$ cat config.mk
export PLATFORM = sky130hd
export DESIGN_NAME = prog_loader
export DESIGN_NICKNAME = d
export VERILOG_FILES = /design/src/rtl/prog_loader.sv
export SDC_FILE = /design/constraint.sdc
export NUM_CORES = 1
export LEC_CHECK = 0
export ABC_AREA = 1
export ABC_CLOCK_PERIOD_IN_PS = 2100
export CELL_PAD_IN_SITES_DETAIL_PLACEMENT = 1
export CELL_PAD_IN_SITES_GLOBAL_PLACEMENT = 2
export CORE_ASPECT_RATIO = 0.5
export CORE_MARGIN = 4
export CORE_UTILIZATION = 38
export DETAILED_ROUTE_END_ITERATION = 8
export DONT_BUFFER_PORTS = 1
export GPL_ROUTABILITY_DRIVEN = 0
export MAX_ROUTING_LAYER = met4
export PLACE_DENSITY = 0.82
export SYNTH_ARGS = -nofsm -noshare
export SYNTH_HDL_FRONTEND = slang
export SYNTH_SLANG_ARGS = --single-unit
$ cat constraint.sdc
create_clock -name clk -period 2.1 [get_ports clk]
set_input_delay 0.105 -clock clk [delete_from_list [all_inputs] [get_ports clk]]
set_output_delay 0.105 -clock clk [all_outputs]
set_load 0.005 [all_outputs]
$ cat src/rtl/prog_loader.sv
// Serial program loader: receives a length-prefixed, XOR-checksummed frame of
// 16-bit instruction words, writes them to instruction memory, then releases the core.
module prog_loader #(
    parameter int ADDR_W = 8
) (
    input  logic              clk,
    input  logic              reset,
    input  logic [7:0]        rx_data,
    input  logic              rx_valid,
    output logic              rx_ready,
    input  logic              core_halt,
    output logic              imem_we,
    output logic [ADDR_W-1:0] imem_addr,
    output logic [15:0]       imem_wdata,
    output logic              core_reset,
    output logic              load_done,
    output logic              load_err
);

    typedef enum logic [2:0] {
        S_IDLE,
        S_LEN_LO,
        S_DATA_HI,
        S_DATA_LO,
        S_CHECK,
        S_RUN,
        S_ERROR
    } state_t;

    localparam logic [16:0] MAX_LEN = 17'(1) << ADDR_W;

    state_t          state;
    logic [7:0]      len_hi;
    logic [7:0]      hi_byte;
    logic [7:0]      xsum;
    logic [ADDR_W:0] cnt;
    logic [ADDR_W:0] nwords;
    logic [ADDR_W:0] cnt_inc;
    logic [15:0]     len;
    logic            accept;

    assign rx_ready = (state != S_RUN) && (state != S_ERROR);
    assign accept   = rx_valid && rx_ready;
    assign len      = {len_hi, rx_data};
    assign cnt_inc  = cnt + 1'b1;

    always_ff @(posedge clk or negedge reset) begin
        if (!reset) begin
            state      <= S_IDLE;
            len_hi     <= '0;
            hi_byte    <= '0;
            xsum       <= '0;
            cnt        <= '0;
            nwords     <= '0;
            imem_we    <= 1'b0;
            imem_addr  <= '0;
            imem_wdata <= '0;
            core_reset <= 1'b1;
            load_done  <= 1'b0;
            load_err   <= 1'b0;
        end else begin
            imem_we <= 1'b0;
            case (state)
                S_IDLE: if (accept) begin
                    len_hi <= rx_data;
                    xsum   <= rx_data;
                    state  <= S_LEN_LO;
                end
                S_LEN_LO: if (accept) begin
                    xsum <= xsum ^ rx_data;
                    cnt  <= '0;
                    if (len == 16'd0 || {1'b0, len} > MAX_LEN) begin
                        state    <= S_ERROR;
                        load_err <= 1'b1;
                    end else begin
                        nwords <= (ADDR_W+1)'(len);
                        state  <= S_DATA_HI;
                    end
                end
                S_DATA_HI: if (accept) begin
                    hi_byte <= rx_data;
                    xsum    <= xsum ^ rx_data;
                    state   <= S_DATA_LO;
                end
                S_DATA_LO: if (accept) begin
                    xsum       <= xsum ^ rx_data;
                    imem_we    <= 1'b1;
                    imem_addr  <= cnt[ADDR_W-1:0];
                    imem_wdata <= {hi_byte, rx_data};
                    cnt        <= cnt_inc;
                    state      <= (cnt_inc == nwords) ? S_CHECK : S_DATA_HI;
                end
                S_CHECK: if (accept) begin
                    if (rx_data == xsum) begin
                        state <= S_RUN;
                    end else begin
                        state    <= S_ERROR;
                        load_err <= 1'b1;
                    end
                end
                // core_reset/load_done follow one cycle behind RUN entry
                S_RUN: begin
                    if (core_halt) begin
                        state      <= S_IDLE;
                        core_reset <= 1'b1;
                        load_done  <= 1'b0;
                    end else begin
                        core_reset <= 1'b0;
                        load_done  <= 1'b1;
                    end
                end
                S_ERROR: begin
                    load_err   <= 1'b1;
                    core_reset <= 1'b1;
                    load_done  <= 1'b0;
                end
                default: state <= S_IDLE;
            endcase
        end
    end

endmodule
==> metrics.txt <==
status finished with violations; failing checks hold timing; Yosys warning total 0; remaining design rule violation count 0; global-route wire length before repair about 15000 microns; Seq cells post-synth 73; final setup fails 0; CP Launch Type input port; Async S/R FF share, synth 100%; crit-path max FO 18; WP data required between 2000 and 2500 ps; DP Wirelength around 6500 microns; RR Startpoint cnt[1]; Layout area overhead 16.8%; Site Rows 24; syn_area_per_cell between 8 and 9 sq um; antenna diode count 0; nets@finish between 400 and 500; routed len/inst approximately 17 microns; I/O pin cnt 41; Non-Filler Instances between 500 and 600; CTS Buf Count 9; Starting DRT DRC Count 212; # clock sinks 73; Worst Min Path Start rx_data[6]; main area contributors after synthesis dfrtp_1 53%, nand2_1 15%, o21ai_0 5.7%, inv_1 4.2%, nand3_1 3.4%; area of the die ~0.011 sq mm; die width ~140 microns; port bufs 0; Max transition margin 69.3%; Synth Flop Type dfrtp_1; Antenna Violating Nets Remaining 0; reported leakage power ~1.9 nW; critical path arrival 2040 ps; crit path cell chain dlygate4sd3_1 > inv_2 > nand4_1 > o21ai_1 > nand3_2 > nor2_4 > nand3_4 > nor2_1 > a21oi_1; Post-synth EDFFs 0; # fillers around 1100; initial antenna violation count 0; Final Cycle Share around 87%; CTS tree yes; vias in the first global route about 2900; PwrDens around 1500 mW/mm^2; Least-Margin Pin Slew approximately 460 ps; final hold violation count 1; placed cells 520; area of the multi-input gates ~0.0014 sq mm; total gr overflow 0; Yosys cell types 31; via count 2739; total power slightly below 6 mW; crit path launch rx_data[0]; cell count after synthesis 410; drt total wl between 9000 and 10000 microns; CP max stage cell dlygate4sd3_1; Design Area, Final 0.00399 sq mm; Worst-path clk slew about 60 ps; Root Buffer clkbuf_16; f_max ~0.55 GHz; Avg Vias per Cell between 5 and 6; core area 0.00874 sq mm; Crit Path Class in2reg; Critical Path Max Stage Delay 640 ps; Initial Utilization between 30% and 40%; Setup crit end kind flop; largest net degree at the start of global routing between 70 and 80; largest area contributor in the netlist dfrtp_1; HP Class in2reg; Max Cap Viol 0; clock period minus worst slack 1830 ps; die height approximately 75 microns; combined flip-flop and latch cell area 0.00183 sq mm; placed cell area approximately 0.0035 sq mm; Worst Skew 6.97 ps; post_cts resized 0; post-synth top area share between 50% and 60%; DR pass1 iterations 4; hold slack -0.137 ps; cell area after synthesis around 0.0034 sq mm; Synthesized Nets 423; GRT Util Overall a little under 20%; H-tree Lvls 3; Peak VDD IR ~470 uV; CTS Buffer Depth 2; Clock Latency Late Sink 340 ps; post-route setup TNS 0 ps; RSZ-0062 raised after global routing no; Slew Viols, Final 0; layout cells sized above 1 under 10%; post-synthesis sequential area ratio a little over half
==> stage by stage <==
step	setup WS, ps	util [%]
2_1_floorplan	565	-
3_3_place_gp	425	40.4
3_5_place_dp	328	40.4
4_1_cts	315	45.6
5_1_grt	61.7	45.6
6_report	274	45.6
==> worst paths after layout <==
check	endpoint	slack, ps	depth (start not counted)
max in group asynchronous	core_reset	1440	2
worst max register to register	state[1]	320	14
min in group asynchronous	cnt[5]	330	2
worst min-delay path	imem_wdata[6]	-0.1	2
worst min register to register	imem_wdata[11]	470	2
worst max-delay path	nwords[7]	270	9
==> cell usage after synthesis, types with 5 or more instances <==
library cell,instances
nand4_1,6
xor2_1,6
o21ai_0,39
inv_1,38
xnor2_1,10
nor2_1,25
a21oi_1,10
inv_2,5
dfrtp_1,72
clkbuf_1,5
o22ai_1,5
nand3_1,23
nand2_1,136
==> kinds of logic (layout without fill, tap and decap cells) <==
kind of cell	Yosys count	in the layout	share of synthesized area [%]
fa+ha+maj	1	1	0.367
mux	1	1	0.293
xor+xnor	16	16	4.11
buf+inv	55	75	6.75
compound gates	60	60	9.31
simple gates	204	204	25.6
flops	73	73	53.6
==> registers in the layout, indices dropped and copies added (netlist names) <==
name and flops:
imem_wdata 16, cnt 9, nwords 9, hi_byte 8, imem_addr 8, len_hi 8
xsum 8, state 3, core_reset 1, imem_we 1, load_done 1, load_err 1
==> per-layer routing <==
layer,part of all wire [%],GRT usage [%],routed length [microns]
met1,51,26.5,4690
met2,43,28.2,3940
met3,5.6,5.39,522
met4,1.0,5.43,93
met5,0,-,0
==> worst max-delay path: cells and delay by family <==
kind	cells	cell delay, ps
simple gates	5	880
buf+inv	2	790
compound gates	2	260
==> timing repair <==
item / 4_1_cts / 5_1_grt
hold endpoints to repair: 103 / 0
hold buffers: 11 / 0
setup buffers: 0 / 0
==> layout make-up <==
type | count | area share, %
flip-flops and latches | 73 | 45.9
multi-input cells | 282 | 34.0
clock buffers | 10 | 6.00
repair buffers | 16 | 4.14
inverters | 43 | 4.05
well taps | 117 | 3.67
clock inverters | 6 | 2.29
==> placed cells by master (no fill, tap or decap), drive strengths merged <==
master	instances
nand2	137
a22oi	1
nor2	30
xor2	6
xnor2	10
nor3	4
bufinv	2
o21ai	42
nand3	26
dfrtp	72
dlygate4sd3	10
o22ai	5
a21oi	10
o21bai	1
o211ai	1
dfstp	1
buf	6
mux2i	1
inv	43
clkinv	4
ha	1
and3	1
nand4	6
clkbuf	10
==> power by group <==
group          internal, mW  leakage (nW)  total, mW  switching (mW)
combinational         0.619         0.856       1.63            1.01
sequential             2.03         0.911       2.53           0.501
clock                  1.08         0.163       1.68           0.603
Power figures use the tool's default switching activity.
